==> src/rtl/instr_fetch_pkg.sv <==
// Shared definitions for the instruction fetch sequencer.
//   fetch_state_e : sequencer state encoding (idle / fetching / halted)
//   Mem*Idle      : memory control pin levels whenever the sequencer is not fetching
//   HaltInstr     : instruction word that stops the sequencer when halt-on-zero is enabled
package instr_fetch_pkg;

  typedef enum logic [1:0] {
    StIdle  = 2'd0,
    StFetch = 2'd1,
    StHalt  = 2'd2
  } fetch_state_e;

  localparam logic MemCsIdle   = 1'b0;
  localparam logic MemReadIdle = 1'b0;
  localparam logic MemNoeIdle  = 1'b1;

  localparam logic [31:0] HaltInstr = 32'h0000_0000;

endpackage

==> src/rtl/fetch_pc_reg.sv <==
// Program counter register.
//   clk, reset : clock and synchronous active-high reset (pc <= RESET_PC)
//   load       : load load_addr (branch redirect), highest priority after reset
//   inc        : advance pc by one, wrapping modulo 2^ADDR_W
//   pc         : current program counter
module fetch_pc_reg #(
  parameter int unsigned ADDR_W   = 7,
  parameter int unsigned RESET_PC = 0
) (
  input  logic              clk,
  input  logic              reset,
  input  logic              load,
  input  logic              inc,
  input  logic [ADDR_W-1:0] load_addr,
  output logic [ADDR_W-1:0] pc
);

  logic [ADDR_W-1:0] pc_q;

  always_ff @(posedge clk) begin
    if (reset) begin
      pc_q <= ADDR_W'(RESET_PC);
    end else if (load) begin
      pc_q <= load_addr;
    end else if (inc) begin
      pc_q <= pc_q + ADDR_W'(1);
    end
  end

  assign pc = pc_q;

endmodule

==> src/rtl/instr_fetch_ctrl.sv <==
// Instruction fetch sequencer for an async-read instruction memory.
//   clk, reset          : clock, synchronous active-high reset
//   start, stop         : run control pulses
//   branch_take/_target : redirect pc (flushes the instruction register)
//   mem_data            : memory read data for mem_addr (combinational)
//   mem_addr/cs/read/noe: memory address and control pins
//   instr, instr_pc     : captured instruction and its fetch address
//   instr_valid/ready   : handshake towards decode
//   halted              : sequencer stopped on a zero word
module instr_fetch_ctrl
  import instr_fetch_pkg::*;
#(
  parameter int unsigned ADDR_W       = 7,
  parameter int unsigned DATA_W       = 32,
  parameter int unsigned RESET_PC     = 0,
  parameter bit          HALT_ON_ZERO = 1'b1
) (
  input  logic              clk,
  input  logic              reset,
  input  logic              start,
  input  logic              stop,
  input  logic              branch_take,
  input  logic [ADDR_W-1:0] branch_target,
  input  logic [DATA_W-1:0] mem_data,
  output logic [ADDR_W-1:0] mem_addr,
  output logic              mem_cs,
  output logic              mem_read,
  output logic              mem_noe,
  output logic [DATA_W-1:0] instr,
  output logic [ADDR_W-1:0] instr_pc,
  output logic              instr_valid,
  input  logic              instr_ready,
  output logic              halted
);

  fetch_state_e      state_q, state_d;
  logic [DATA_W-1:0] instr_q;
  logic [ADDR_W-1:0] instr_pc_q;
  logic              valid_q, valid_d;
  logic              mem_cs_q, mem_read_q, mem_noe_q, halted_q;
  logic [ADDR_W-1:0] pc;
  logic              pc_load, pc_inc, capture;
  logic              slot_free, zero_word;

  fetch_pc_reg #(
    .ADDR_W  (ADDR_W),
    .RESET_PC(RESET_PC)
  ) u_pc (
    .clk      (clk),
    .reset    (reset),
    .load     (pc_load),
    .inc      (pc_inc),
    .load_addr(branch_target),
    .pc       (pc)
  );

  assign slot_free = !valid_q || instr_ready;
  assign zero_word = HALT_ON_ZERO && (mem_data == DATA_W'(HaltInstr));

  always_comb begin
    state_d = state_q;
    // Acceptance without a new capture empties the slot.
    valid_d = valid_q && !instr_ready;
    pc_load = 1'b0;
    pc_inc  = 1'b0;
    capture = 1'b0;
    unique case (state_q)
      StIdle: begin
        if (branch_take) begin
          pc_load = 1'b1;
          valid_d = 1'b0;
        end else if (start && !stop) begin
          state_d = StFetch;
        end
      end
      StFetch: begin
        if (branch_take) begin
          // Branch beats capture and halt; first target word lands next edge.
          pc_load = 1'b1;
          valid_d = 1'b0;
          if (stop) state_d = StIdle;
        end else if (stop) begin
          state_d = StIdle;
        end else if (slot_free) begin
          if (zero_word) begin
            state_d = StHalt;
          end else begin
            capture = 1'b1;
            pc_inc  = 1'b1;
            valid_d = 1'b1;
          end
        end
      end
      StHalt: begin
        if (branch_take) begin
          pc_load = 1'b1;
          valid_d = 1'b0;
          state_d = StFetch;
        end
      end
      default: state_d = StIdle;
    endcase
  end

  // Pin levels are registered from the next state so they track state_q exactly.
  always_ff @(posedge clk) begin
    if (reset) begin
      state_q    <= StIdle;
      instr_q    <= '0;
      instr_pc_q <= '0;
      valid_q    <= 1'b0;
      mem_cs_q   <= MemCsIdle;
      mem_read_q <= MemReadIdle;
      mem_noe_q  <= MemNoeIdle;
      halted_q   <= 1'b0;
    end else begin
      state_q <= state_d;
      valid_q <= valid_d;
      if (capture) begin
        instr_q    <= mem_data;
        instr_pc_q <= pc;
      end
      if (state_d == StFetch) begin
        mem_cs_q   <= 1'b1;
        mem_read_q <= 1'b1;
        mem_noe_q  <= 1'b0;
      end else begin
        mem_cs_q   <= MemCsIdle;
        mem_read_q <= MemReadIdle;
        mem_noe_q  <= MemNoeIdle;
      end
      halted_q <= (state_d == StHalt);
    end
  end

  assign mem_addr    = pc;
  assign mem_cs      = mem_cs_q;
  assign mem_read    = mem_read_q;
  assign mem_noe     = mem_noe_q;
  assign instr       = instr_q;
  assign instr_pc    = instr_pc_q;
  assign instr_valid = valid_q;
  assign halted      = halted_q;

endmodule

==> config.mk <==
export PLATFORM = sky130hd
export DESIGN_NAME = instr_fetch_ctrl
export DESIGN_NICKNAME = d
export VERILOG_FILES = /design/src/rtl/instr_fetch_pkg.sv /design/src/rtl/fetch_pc_reg.sv /design/src/rtl/instr_fetch_ctrl.sv
export SDC_FILE = /design/constraint.sdc
export NUM_CORES = 1
export LEC_CHECK = 0
export CAP_MARGIN = 20
export CELL_PAD_IN_SITES_DETAIL_PLACEMENT = 0
export CELL_PAD_IN_SITES_GLOBAL_PLACEMENT = 2
export CORE_ASPECT_RATIO = 1.2
export CORE_MARGIN = 5
export CORE_UTILIZATION = 27
export CTS_CLUSTER_SIZE = 10
export DETAILED_ROUTE_END_ITERATION = 8
export HOLD_SLACK_MARGIN = 0.02
export PLACE_DENSITY = 0.9
export SYNTH_ARGS = -nofsm -noshare
export SYNTH_HDL_FRONTEND = slang
export SYNTH_HIERARCHICAL = 1
export SYNTH_SLANG_ARGS = --single-unit
==> constraint.sdc <==
create_clock -name clk -period 3.35 [get_ports clk]
set_input_delay 0.67 -clock clk [delete_from_list [all_inputs] [get_ports clk]]
set_output_delay 0.67 -clock clk [all_outputs]
set_load 0.01 [all_outputs]
* Word level (Yosys, flattened, before mapping)
Index checks and enable logic that the tools add are counted.
Storage, ports and cells: bits of input ports 45, bits in registers 52, output and inout port bits 51, logic and storage cells 50
Cells by class: eq/ne operators 4, muxes and demuxes 26, add/subtract/negate cells 1, reductions and logical operators 11
Operators with widths (count):
- logical NOT 32 bit | 1
- 2-to-1 mux 2 bit | 8
- 2-to-1 mux 1 bit | 14
- 2-to-1 mux 7 bit | 2
- adder 7 x 1 -> 7 bit, second input constant | 1
- case mux 2 bit (3 select lines) | 1
- == test 2 x 1 -> 1 bit, second input constant | 2
- == test 2 bit, second input constant | 2
- logical NOT 1 bit | 3
- OR reduction 3 bit | 1
- logical AND 1 bit | 2
- logical NOT 2 bit | 1
- case mux 1 bit (2 select lines) | 1
- nonzero test 2 bit | 1
- OR reduction 2 bit | 1
- logical OR 1 bit | 1

* Depth between registers and ports, before layout
Gate-level depths: netlist of run 1.
depth after elaboration 8, mapped depth 8, mapped depth without buffers 6

* Modules after synthesis
The synthesis of run 1 kept the hierarchy.
Modules (own cells, without submodules):
- instr_fetch_ctrl | times used 1, cells an instance 209, area each 2090.8 um^2, seq. area each 900.9 um^2
- fetch_pc_reg | times used 1, cells an instance 41, area each 350.3 um^2, seq. area each 140.1 um^2

* Worst setup path after synthesis of run 1
OpenSTA, ideal clock, no wires.
kind input to register, from input stop, to register u_pc.pc_q[5], in the netlist u_pc/pc[5], arrival 2.264 ns, library setup time 0.091 ns, data required time 3.259 ns, path slack 0.995 ns, path buffers 2, stages 8, path through nor3b_2 -> nand3_1 -> o21ba_1 -> buf_2 -> buf_6 -> nand4_2 -> or3_1 -> a311oi_1
On the way: word-level cells in the longest chain between the ends 4
RTL lines:
- start, declared | RTL line instr_fetch_ctrl.sv:21 | input logic stop,
- 2-to-1 mux 1 bit (3 in a row)
- named net capture | RTL line instr_fetch_ctrl.sv:42 | logic pc_load, pc_inc, capture;
- nonzero test 2 bit (no source line)
- end signal, assigned | RTL line fetch_pc_reg.sv:22 | pc_q <= ADDR_W'(RESET_PC);
- end signal, assigned | RTL line fetch_pc_reg.sv:24 | pc_q <= load_addr;
- end signal, assigned | RTL line fetch_pc_reg.sv:26 | pc_q <= pc_q + ADDR_W'(1);
- end, declared | RTL line fetch_pc_reg.sv:18 | logic [ADDR_W-1:0] pc_q;
The timed path passes the listed nets, and every way through them passes these cells. A chain may end at the register's enable or synchronous reset.

* Worst setup path in the final report of run 1
from input stop, to register u_pc.pc_q[5], in the netlist u_pc/pc[5]
On the way: word-level cells in the longest chain between the ends 4
RTL lines:
- 2-to-1 mux 1 bit | RTL line instr_fetch_ctrl.sv:82 | end else if (stop) begin
- 2-to-1 mux 1 bit | RTL line instr_fetch_ctrl.sv:77 | if (branch_take) begin
- 2-to-1 mux 1 bit | RTL line instr_fetch_ctrl.sv:67 | unique case (state_q)
- nonzero test 2 bit (no source line)
No other way between the ends.

==> flow_metrics.tcl, run 1 <==
set metrics [dict create \
    critical_path_class "in2reg" \
    clk_latency_ps 300 \
    fin_nets 384 \
    cp_slowest_cell "clkdlybuf4s50_1" \
    setup_violations 0 \
    ant_nets 0 \
    post_cts_buffers 0 \
    critPathTopFamily "simple AND/OR/NAND/NOR gates" \
    cpPeakStageDelay_ps 430 \
    crit_required_ps 3560 \
    tightest_slew_ps 871 \
    drt_iter0_markers 80 \
    grt_start_max_net_pins 68 \
    gp_congestion 0.687 \
    yosysWarnings 6 \
    wl_per_cell_um 13.6 \
    synth_nets 296 \
    period_needed_ps 2590 \
    rows 38 \
    cts_buffers 5 \
    design_area_um2 3560 \
    powerDensity_nw_per_um2 331 \
    drcViolationCount 0 \
    final_cell_mix "clkdlybuf4s50_1, nand2b_1, dfxtp_1" \
    finalNonFillerCells 459 \
    core_area_um2 8940 \
    synth_edf_count 0 \
    dp_cells 451 \
    drive_above_1_share_pct 4.72 \
    worstPathArrival_ps 2800 \
    worstSetupEndpointType "flip-flop" \
    hold_class "reg2reg" \
    initial_core_util_pct 27.3 \
    ir_drop_mv 0.136 \
    port_buffers 95 \
    die_w_um 96.8 \
    critical_path_buf_inv_count 1 \
    syn_inst 250 \
    outcome "completed" \
    synth_seq_cells 52 \
    grt_pass1_vias 2012 \
    num_vias 1993 \
    antenna_cells 0 \
    die_area_um2 11100 \
    whs_ps 473 \
    timing.final.crit_share_pct 77.4 \
    fmax_mhz 386 \
    drt_pre_antenna_iters 4 \
    ios 96 \
    cts_num_sinks 52 \
    cts_tree "yes" \
    grt_pass1_wl_um 10100 \
    async_flop_share_pct 0 \
    place_hpwl_um 4730 \
    die_h_um 114 \
    path_max_fanout 16 \
    clockBufferDepth 2 \
    drv_cap 0 \
    cts_root_buffer "clkbuf_8" \
    via_per_inst 4.34 \
    avgSynthCellArea_um2 9.76 \
    crit_chain "clkdlybuf4s50_1 -> nor3b_2 -> nand3_1 -> o21ba_4 -> nand4_2 -> or3_1 -> a311oi_1" \
    max_slew_margin_pct 41.9 \
    slew_violations 0 \
    routed_wl_um 6220 \
    dpl_cell_area_um2 3460 \
    path_clk_slew_ps 90 \
    syn_area_um2 2440 \
    mostFrequentLayoutCell "clkdlybuf4s50_1" \
    p_leak_nw 1.17 \
    antenna_found_initial 0 \
    area_growth_pct 45.9 \
    hold_violations 0 \
    ys.flop_type "dfxtp_1" \
    postLayoutCoreUtil_pct 39.8 \
    grt_overflow_total 0 \
    cts_max_level 2 \
    finalSetupTns_ps 0 \
    rsz0062_at_grt "false" \
    synth_cell_types 32 \
    grt_use_total_pct 11.1 \
    fin_skew_ps 9.61 \
    cts_repair_resize_count 0 \
    synth-seq-area-share_pct 42.6 \
    cts_hold_buf 0 \
    start_kind "input port" \
]
[cells by family (layout without fill, tap and decap cells)]
| kind of cell | count (synthesis) | count (layout) | share of synthesized area, % |
|---|---|---|---|
| and+or+nand+nor | 114 | 114 | 28.8 |
| DFF | 52 | 52 | 42.6 |
| muxes | 40 | 40 | 16.5 |
| AOI/OAI and AO/OA | 20 | 20 | 5.79 |
| buffers and inverters | 19 | 108 | 4.36 |
| xor gates and xnor gates | 4 | 4 | 1.44 |
| adders and majority gates | 1 | 1 | 0.512 |
[sequential cells by signal, indices dropped and copies added, names as in the netlist]
name	count
mem_noe	1
u_pc/pc	7
halted	1
instr_pc	7
state_q	2
instr	32
instr_valid	1
mem_read	1
[worst register-to-register path: stages (launching register included)]
cell      delay (ps)
dfxtp_1          380
nor3b_2          350
nand3_1          170
o21ba_4          430
nand4_2          170
or3_1            340
a311oi_1         270
[report_power, final]
part	total, mW	internal (mW)	switching (mW)
combinational	0.156	0.0976	0.0581
clock	0.383	0.168	0.215
sequential	0.641	0.629	0.0119
total	1.18	0.894	0.285
[through the flow]
stage | power (mW) | worst slack, ps
floorplan | 0.719 | 995
global placement | 0.813 | 439
detailed placement | 0.813 | 428
CTS | 1.20 | 755
global route | 1.24 | 631
finish | 1.18 | 757
[final timing paths]
path	startpoint	end	slack [ps]	depth (start not counted)
setup / recovery	stop	u_pc/pc[5]$_SDFFE_PP0P_	760	7
hold / removal	instr[25]$_SDFFE_PP0P_	instr[25]$_SDFFE_PP0P_	470	2
setup reg to reg	state_q[1]$_SDFF_PP0_	u_pc/pc[5]$_SDFFE_PP0P_	1150	6
hold reg to reg	instr[25]$_SDFFE_PP0P_	instr[25]$_SDFFE_PP0P_	470	2
[layout make-up]
| type | instances | area, um2 |
|---|---|---|
| tap | 120 | 150 |
| fill | 923 | 5380 |
| multi-input combinational | 179 | 1300 |
| clock inverter | 2 | 15.0 |
| inverter | 3 | 11.3 |
| timing repair buffer | 97 | 961 |
| sequential | 52 | 1040 |
| clock buffer | 6 | 82.6 |
[cell usage after synthesis, types with 2 or more instances]
library cell,instances,area [um2]
dfxtp_1,52,1040
nand3_1,3,15.0
or3_1,2,12.5
nor2_1,5,18.8
a211oi_1,4,30.0
a311oi_1,3,26.3
nand4_1,3,18.8
buf_6,4,45.0
and2_1,3,18.8
o21ai_0,3,15.0
nor4_1,8,50.1
nand2b_1,79,494
nand2_1,7,26.3
a21oi_1,4,20.0
inv_1,3,11.3
clkbuf_1,10,37.5
mux2i_1,39,390
xor2_1,4,35.0
[layer usage]
metal / global-route usage, % / part of all wire (%) / vias to the layer above
met5: 0 / 0 / -
li1: - / - / 1025
met2: 18.9 / 49 / 46
met4: 3.28 / 1.3 / 0
met1: 13.3 / 44 / 915
met3: 3.72 / 5.0 / 7
Note: power is estimated with default switching activity, not from simulation.
==> run 2: changes to the inputs <==
- CORE_UTILIZATION: 27 -> 23
- PLACE_DENSITY: 0.9 -> 0.82
- clock period: 3.35 -> 2.15 ns (I/O delays scaled with it)
==> flow_metrics.tcl, run 2 (same netlist as run 1, synthesis figures left out) <==
set metrics [dict create \
    outcome "completed" \
    path_clk_slew_ps 70 \
    ant_nets 0 \
    final_cell_mix "nand2b_1, clkdlybuf4s50_1, dfxtp_1" \
    timing.final.crit_share_pct 94.7 \
    grt_start_max_net_pins 51 \
    clk_latency_ps 280 \
    cts_hold_buf 0 \
    grt_pass1_vias 2234 \
    rsz0062_at_grt "true" \
    fin_nets 414 \
    power.share.combinational_pct 12.2 \
    crit_chain "clkdlybuf4s50_1 -> nor4_2 -> nand4_1 -> o21ba_4 -> buf_4 -> nand2_1 -> xor2_1 -> a211oi_1" \
    wl_per_cell_um 13.8 \
    start_kind "input port" \
    cts_max_level 2 \
    ir_drop_mv 0.313 \
    drt_pre_antenna_iters 4 \
    worstPathArrival_ps 2180 \
    port_buffers 95 \
    num_vias 2132 \
    cts_buffers 5 \
    reg2reg_from "state_q[0]$_SDFF_PP0_" \
    clkPwrFrac_pct 44.1 \
    p_sw_share_pct 20.6 \
    initial_core_util_pct 23.3 \
    cts_tree "yes" \
    grt_use_total_pct 10.6 \
    drt_iter0_markers 43 \
    drive_above_1_share_pct 14.4 \
    postLayoutCoreUtil_pct 38.1 \
    p_sw_mw 0.471 \
    routed_wl_um 6870 \
    dpl_cell_area_um2 3690 \
    drcViolationCount 0 \
    antenna_cells 0 \
    path_max_fanout 6 \
    hold_class "in2reg" \
    grt_pass1_wl_um 11200 \
    place_hpwl_um 5090 \
    cp_slowest_cell "clkdlybuf4s50_1" \
    cts_num_sinks 52 \
    worstHoldStart "mem_data[20]" \
    critical_path_buf_inv_count 2 \
    antenna_found_initial 0 \
    setup_violations 0 \
    grt_overflow_total 0 \
    p_leak_nw 1.51 \
    hold_violations 0 \
    max_slew_margin_pct 51.3 \
    fmax_mhz 491 \
    largest_reg_flops 32 \
    worstSetupEndpointType "flip-flop" \
    die_area_um2 12800 \
    p_int_mw 1.82 \
    gp_congestion 0.755 \
    critical_path_class "in2reg" \
    crit_required_ps 2290 \
    critPathTopFamily "buffers and inverters" \
    slew_violations 0 \
    via_per_inst 4.29 \
    ios 96 \
    cpPeakStageDelay_ps 450 \
    p_seq_share_pct 43.7 \
    powerDensity_nw_per_um2 574 \
    worstSetupStartpoint "mem_data[3]" \
    clockBufferDepth 2 \
    finalSetupTns_ps 0 \
    tightest_slew_ps 731 \
    area_growth_pct 63.2 \
    fin_skew_ps 3.76 \
    rows 41 \
    r2r_setup_slack_ps 290 \
    design_area_um2 3990 \
    core_area_um2 10500 \
    period_needed_ps 2040 \
    drv_cap 0 \
    cts_root_buffer "clkbuf_16" \
    die_h_um 123 \
    die_w_um 104 \
]
-- run 2: tightest hold or removal path: stages --
cell	delay (ps)
dlymetal6s2s_1	140
nand2b_1	70
mux2i_1	60
-- run 2: final timing paths --
kind                                            endpoint  cells past startpoint
worst max-delay path             u_pc/pc[2]$_SDFFE_PP0P_                      8
worst min-delay path              instr[20]$_SDFFE_PP0P_                      3
worst max register to register   u_pc/pc[5]$_SDFFE_PP0P_                      6
worst min register to register  instr_pc[2]$_SDFFE_PP0P_                      2
-- run 2: layout make-up --
type / instances / area, um2
clock buffer: 5 / 125
clock inverter: 2 / 60.1
fill: 1084 / 6480
inverter: 3 / 11.3
multi-input combinational: 179 / 1350
sequential: 52 / 1040
tap: 129 / 161
timing repair buffer: 127 / 1240
-- run 2: power groups by stage --
stage	clock network, mW	registers (mW)	logic, mW
floorplan	0	1.03	0.0960
finish	1.01	0.999	0.279
global placement	0	1.02	0.276
detailed placement	0	1.02	0.276
CTS	1.05	0.999	0.281
global route	1.09	1.00	0.302
-- run 2: metal layers --
metal	global-route usage [%]	up-vias	routed length (um)	part of all wire (%)
met5	0	-	0	0
met1	13.9	981	3310	48
met2	16.9	63	3100	45
met3	3.42	8	379	5.5
met4	2.51	0	82	1.2
li1	-	1080	-	-
-- run 2: repair_timing --
item                       4_1_cts  5_1_grt
setup endpoints to repair       15       10
gates cloned                     0        0
setup buffers                    0        3
pin swaps                        0        8
resized for setup                3       22
-- run 2: stage by stage --
step / cells / setup slack [ps] / hold WS [ps] / power, mW
6_report: 497 / 113 / 458 / 2.29
5_1_grt: 497 / -14.1 / 464 / 2.39
4_1_cts: 494 / 12.7 / 477 / 2.33
3_5_place_dp: 487 / -337 / 462 / 1.30
3_3_place_gp: 487 / -339 / 459 / 1.30
2_1_floorplan: 250 / 34.6 / 493 / 1.12
==> RTL change 1: new RTL, flow settings as in run 2 <==
Change the parameter `HALT_ON_ZERO` from 1'b1 to 1'b0.
--- a/src/rtl/instr_fetch_ctrl.sv
+++ b/src/rtl/instr_fetch_ctrl.sv
@@ -14,5 +14,5 @@
   parameter int unsigned DATA_W       = 32,
   parameter int unsigned RESET_PC     = 0,
-  parameter bit          HALT_ON_ZERO = 1'b1
+  parameter bit          HALT_ON_ZERO = 1'b0
 ) (
   input  logic              clk,
Function: changed (Yosys sat finds a counterexample within 4 cycles, from zero or initial values and one cycle with reset high).
==> RTL change 1 against run 2 <==
Sequential cell count unchanged; critical path depth down 2; hold slack better by 0.013 ns; setup slack better by 0.093 ns; power down 11%; area after synthesis down 2.7%; count of clock-buffer cells in the layout up 3; sequential power about the same; critical endpoint is now u_pc/pc[5]; combinational power down 18%; wire length down 16%; highest routed layer unchanged; critical path type unchanged; cell area down 11%.
==> RTL change 1: results (changes against run 2) <==
[run_status]
status=finished, final reports clean

[synth]
synthCells=234  ; -6.4%
yosysSeqAreaShare=0.4381  ; +0.01168
synth.distinct_cells=31  ; -3.1%
synthMuxAreaShare=0.1690  ; +0.004505
synth_fp_nets=280  ; -5.4%
synth_compound_area_frac=0.04371  ; -0.01421
synthTopCellsByArea=dfxtp_1 44%, nand2b_1 21%, mux2i_1 16%
synth_xor_area_frac=0.01474  ; +0.0003930
yosys-top-cells-count=78 x nand2b_1, 52 x dfxtp_1, 39 x mux2i_1, 10 x clkbuf_1
synthAdderAreaFrac=0.005266  ; +0.0001404

[drt]
wl_per_cell_um=12.74  ; -7.9%
dr_total_vias=1875  ; -12%
drtIter0Drc=29  ; -33%
first_pass_iters=2  ; -2
viasPerCell=4.139  ; -3.5%

[grt]
antenna_found_initial=0  ; unchanged
grt_pass1_vias=1958  ; -12%
grt_util_met3=0.02875  ; -0.005440
grt_use_met1=0.1216  ; -0.01744
grtUsageMet2=0.1450  ; -0.02447
grt_pass1_wl_um=9308  ; -17%
grtUsageTotal=0.09291  ; -0.01289
grt_max_degree=66  ; +29%

[hold_path]
min_path_cells=2  ; -1
hold_class=reg2reg
min_to=instr[13]
hp-start=instr[13]

[timing]
slew_headroom=0.6868  ; +0.1742
finClkSkew_ns=0.006888  ; +0.003129 ns

[finish]
nets=372  ; -10%
drive_above_1_share=0.05199  ; -0.09203
fill_cells=1017  ; -6.2%

[place]
place_area_mm2=0.003415  ; -7.5%
post-dp-hpwl_um=4171  ; -18%
pre_cts_slack_ns=-0.09988  ; +0.2373 ns
dp.cells=445  ; -8.6%
place.gp.congestion=0.7533  ; -0.20%

[power]
power.leakage_nw=1.200  ; -21%
ir_drop_uv=311.4  ; -0.54%

[worst_setup_path]
timing.rr.start=state_q[1]
crit_fanout=4  ; -2
reg2regPathDepth=5  ; -1
r2r_slack_ns=0.38  ; +0.09 ns
crit_arrival_ns=2.14  ; -0.04 ns

[clocking]
post_cts_resize_count=0  ; -3

## RTL change 1: changes by cell type after synthesis, moves of 2 or more
cell     delta
buf_6       -3
nand4_1     -2
buf_12      +4
nor2b_1     +2
nor4b_1     +2
inv_1       -2
nor4_1      -8
and2_1      -3
## RTL change 1: cell type report
| type | instances | area [um^2] | area share |
|---|---|---|---|
| Multi-Input combinational cell | 165 | 1196 | 0.3359 |
| Sequential cell | 52 | 1041 | 0.2923 |
| Timing Repair Buffer | 101 | 1016 | 0.2853 |
| Tap cell | 126 | 157.7 | 0.04427 |
| Clock buffer | 8 | 146.4 | 0.04111 |
| Inverter | 1 | 3.754 | 0.001054 |
## RTL change 1: critical path, cell delays in order
cell             delay, ns
clkdlybuf4s50_1       0.43
nor4b_2               0.30
and2b_2               0.24
nand4_2               0.14
or3_1                 0.34
a311oi_1              0.27
## RTL change 1: how the worst max path moves through the flow
stage	from	end	slack (ns)	cells after the start
finish	stop	u_pc/pc[5]	0.21	6
global route	stop	u_pc/pc[5]	0.1	6
CTS	stop	u_pc/pc[5]	0.21	6
detailed placement	stop	u_pc/pc[5]	-0.1	6
global placement	stop	u_pc/pc[5]	-0.04	6
floorplan	stop	u_pc/pc[5]	0.26	7
## RTL change 1: report_power, final
group	switching [mW]	internal, mW
combinational	0.0781	0.150
sequential	0.0186	0.980
clock	0.342	0.465
## RTL change 1: metal layers
layer / up-vias / wire length [um] / part of all wire
li1: 961 / - / -
met1: 848 / 2633 / 0.46
met2: 60 / 2593 / 0.45
met3: 6 / 466 / 0.081
met4: 0 / 75 / 0.013
met5: - / 0 / 0
==> RTL change 2: new RTL, flow settings as in run 2 <==
Without the edit above. Encoding of `fetch_state_e`: now one-hot (3 bits for 3 states).
--- a/src/rtl/instr_fetch_pkg.sv
+++ b/src/rtl/instr_fetch_pkg.sv
@@ -5,8 +5,8 @@
 package instr_fetch_pkg;
 
-  typedef enum logic [1:0] {
-    StIdle  = 2'd0,
-    StFetch = 2'd1,
-    StHalt  = 2'd2
+  typedef enum logic [2:0] {
+    StIdle  = 3'b001,
+    StFetch = 3'b010,
+    StHalt  = 3'b100
   } fetch_state_e;
 
Check against the original RTL: no difference found for any inputs over 10 cycles, from zero or initial values and one cycle with reset high; not proved beyond that.
==> RTL change 2 against run 2 <==
Power shrank 10%; first-iteration DRC count grew 44%; sequential cell count grew 1; cell area shrank 1.5%; clock power shrank 21%; area after synthesis grew 3.9%; setup slack gained 0.0049 ns; wire length shrank 1.6%; critical path type unchanged; highest routed layer unchanged.
==> RTL change 2: results (changes against run 2) <==
[worst_setup_path]
crit_fanout=8  ; +2
crit_arrival_ns=2.23  ; +0.05 ns
crit_start=mem_data[10]
r2r_slack_ns=0.21  ; -0.08 ns
timing.rr.start=state_q[2]

[floorplanning]
core_mm2=0.01093  ; +4.4%

[synth]
yosys-top-cells-count=80 x nand2b_1, 53 x dfxtp_1, 39 x mux2i_1, 10 x clkbuf_1, 8 x nor4_1
synthCells=256  ; +2.4%
synth_fp_nets=302  ; +2.0%
yosysSeqAreaShare=0.4181  ; -0.008302

[grt]
grtUsageTotal=0.1033  ; -0.002529
grt_pass1_wl_um=11190  ; +0.30%
grt_max_degree=52  ; +2.0%
grt_pass1_vias=2225  ; -0.40%

[timing]
finClkSkew_ns=0.004601  ; +0.0008418 ns
hold_ws_ns=0.4713  ; +0.01289 ns
finalCritPeriodShare=0.9451  ; -0.002284

[power]
power.leakage_nw=1.372  ; -9.2%
ir_drop_uv=299.2  ; -4.4%
intPower_mw=1.610  ; -11%

[run_status]
status=finished, final reports clean

[finish]
n_antenna_cell=0  ; unchanged
fill_cells=1129  ; +4.2%
nets=413  ; -0.24%
fin_cells=499  ; +0.40%

[place]
pre_cts_slack_ns=-0.3734  ; -0.03624 ns
place_area_mm2=0.003731  ; +1.1%
post-dp-hpwl_um=5100  ; +0.15%

[hold_path]
hp-start=instr[3]

-- RTL change 2: cell types whose count changed in the layout (fill, tap and decap cells not counted), sizes merged, moves of 3 or more --
cell,delta
nor3,+3
clkdlybuf4s50,+10
o21a,+4
dlymetal6s2s,-10
buf,-7
o21ai,+3
and2,-3
-- RTL change 2: kinds of logic (layout without fill, tap and decap cells) --
family                     Yosys count  in the layout  share of synthesized area
DFF                                 53             53                     0.4181
xor gates and xnor gates             5              5                    0.01726
AOI/OAI and AO/OA                   24             24                    0.06312
and+or+nand+nor                    116            116                     0.2830
adders and majority gates            1              1                   0.004930
buffers and inverters               17            128                    0.05523
muxes                               40             40                     0.1583
-- RTL change 2: path summary, 6_finish.rpt --
| check | end | cells after the start |
|---|---|---|
| max | u_pc/pc[5] | 8 |
| min | instr[3] | 2 |
| max reg2reg | u_pc/pc[5] | 6 |
| min reg2reg | instr[3] | 2 |
-- RTL change 2: critical path, cell delays in order --
cell and delay, ns:
clkdlybuf4s50_1 0.50, nor4_2 0.06, buf_4 0.12, nand4_1 0.16, o21ba_4 0.25, nand4_2 0.15
or3_1 0.33, a311oi_1 0.24
-- RTL change 2: per-layer routing --
layer | share of wire | global-route usage
met1 | 0.42 | 0.1180
met2 | 0.52 | 0.1869
met3 | 0.058 | 0.03144
met4 | 0.0068 | 0.02515
met5 | 0 | 0
-- RTL change 2: final cells by class --
cell class | count | share of cell area
repair buffers | 120 | 0.2983
flip-flops and latches | 53 | 0.2702
clock buffers | 7 | 0.03633
well taps | 132 | 0.04206
multi-input cells | 186 | 0.3521
inverters | 1 | 0.0009560
-- RTL change 2: timing repair --
| action | CTS | global route |
|---|---|---|
| setup buffers | 0 | 0 |
| pin swaps | 1 | 7 |
| setup endpoints to repair | 35 | 5 |
| resized for setup | 1 | 10 |
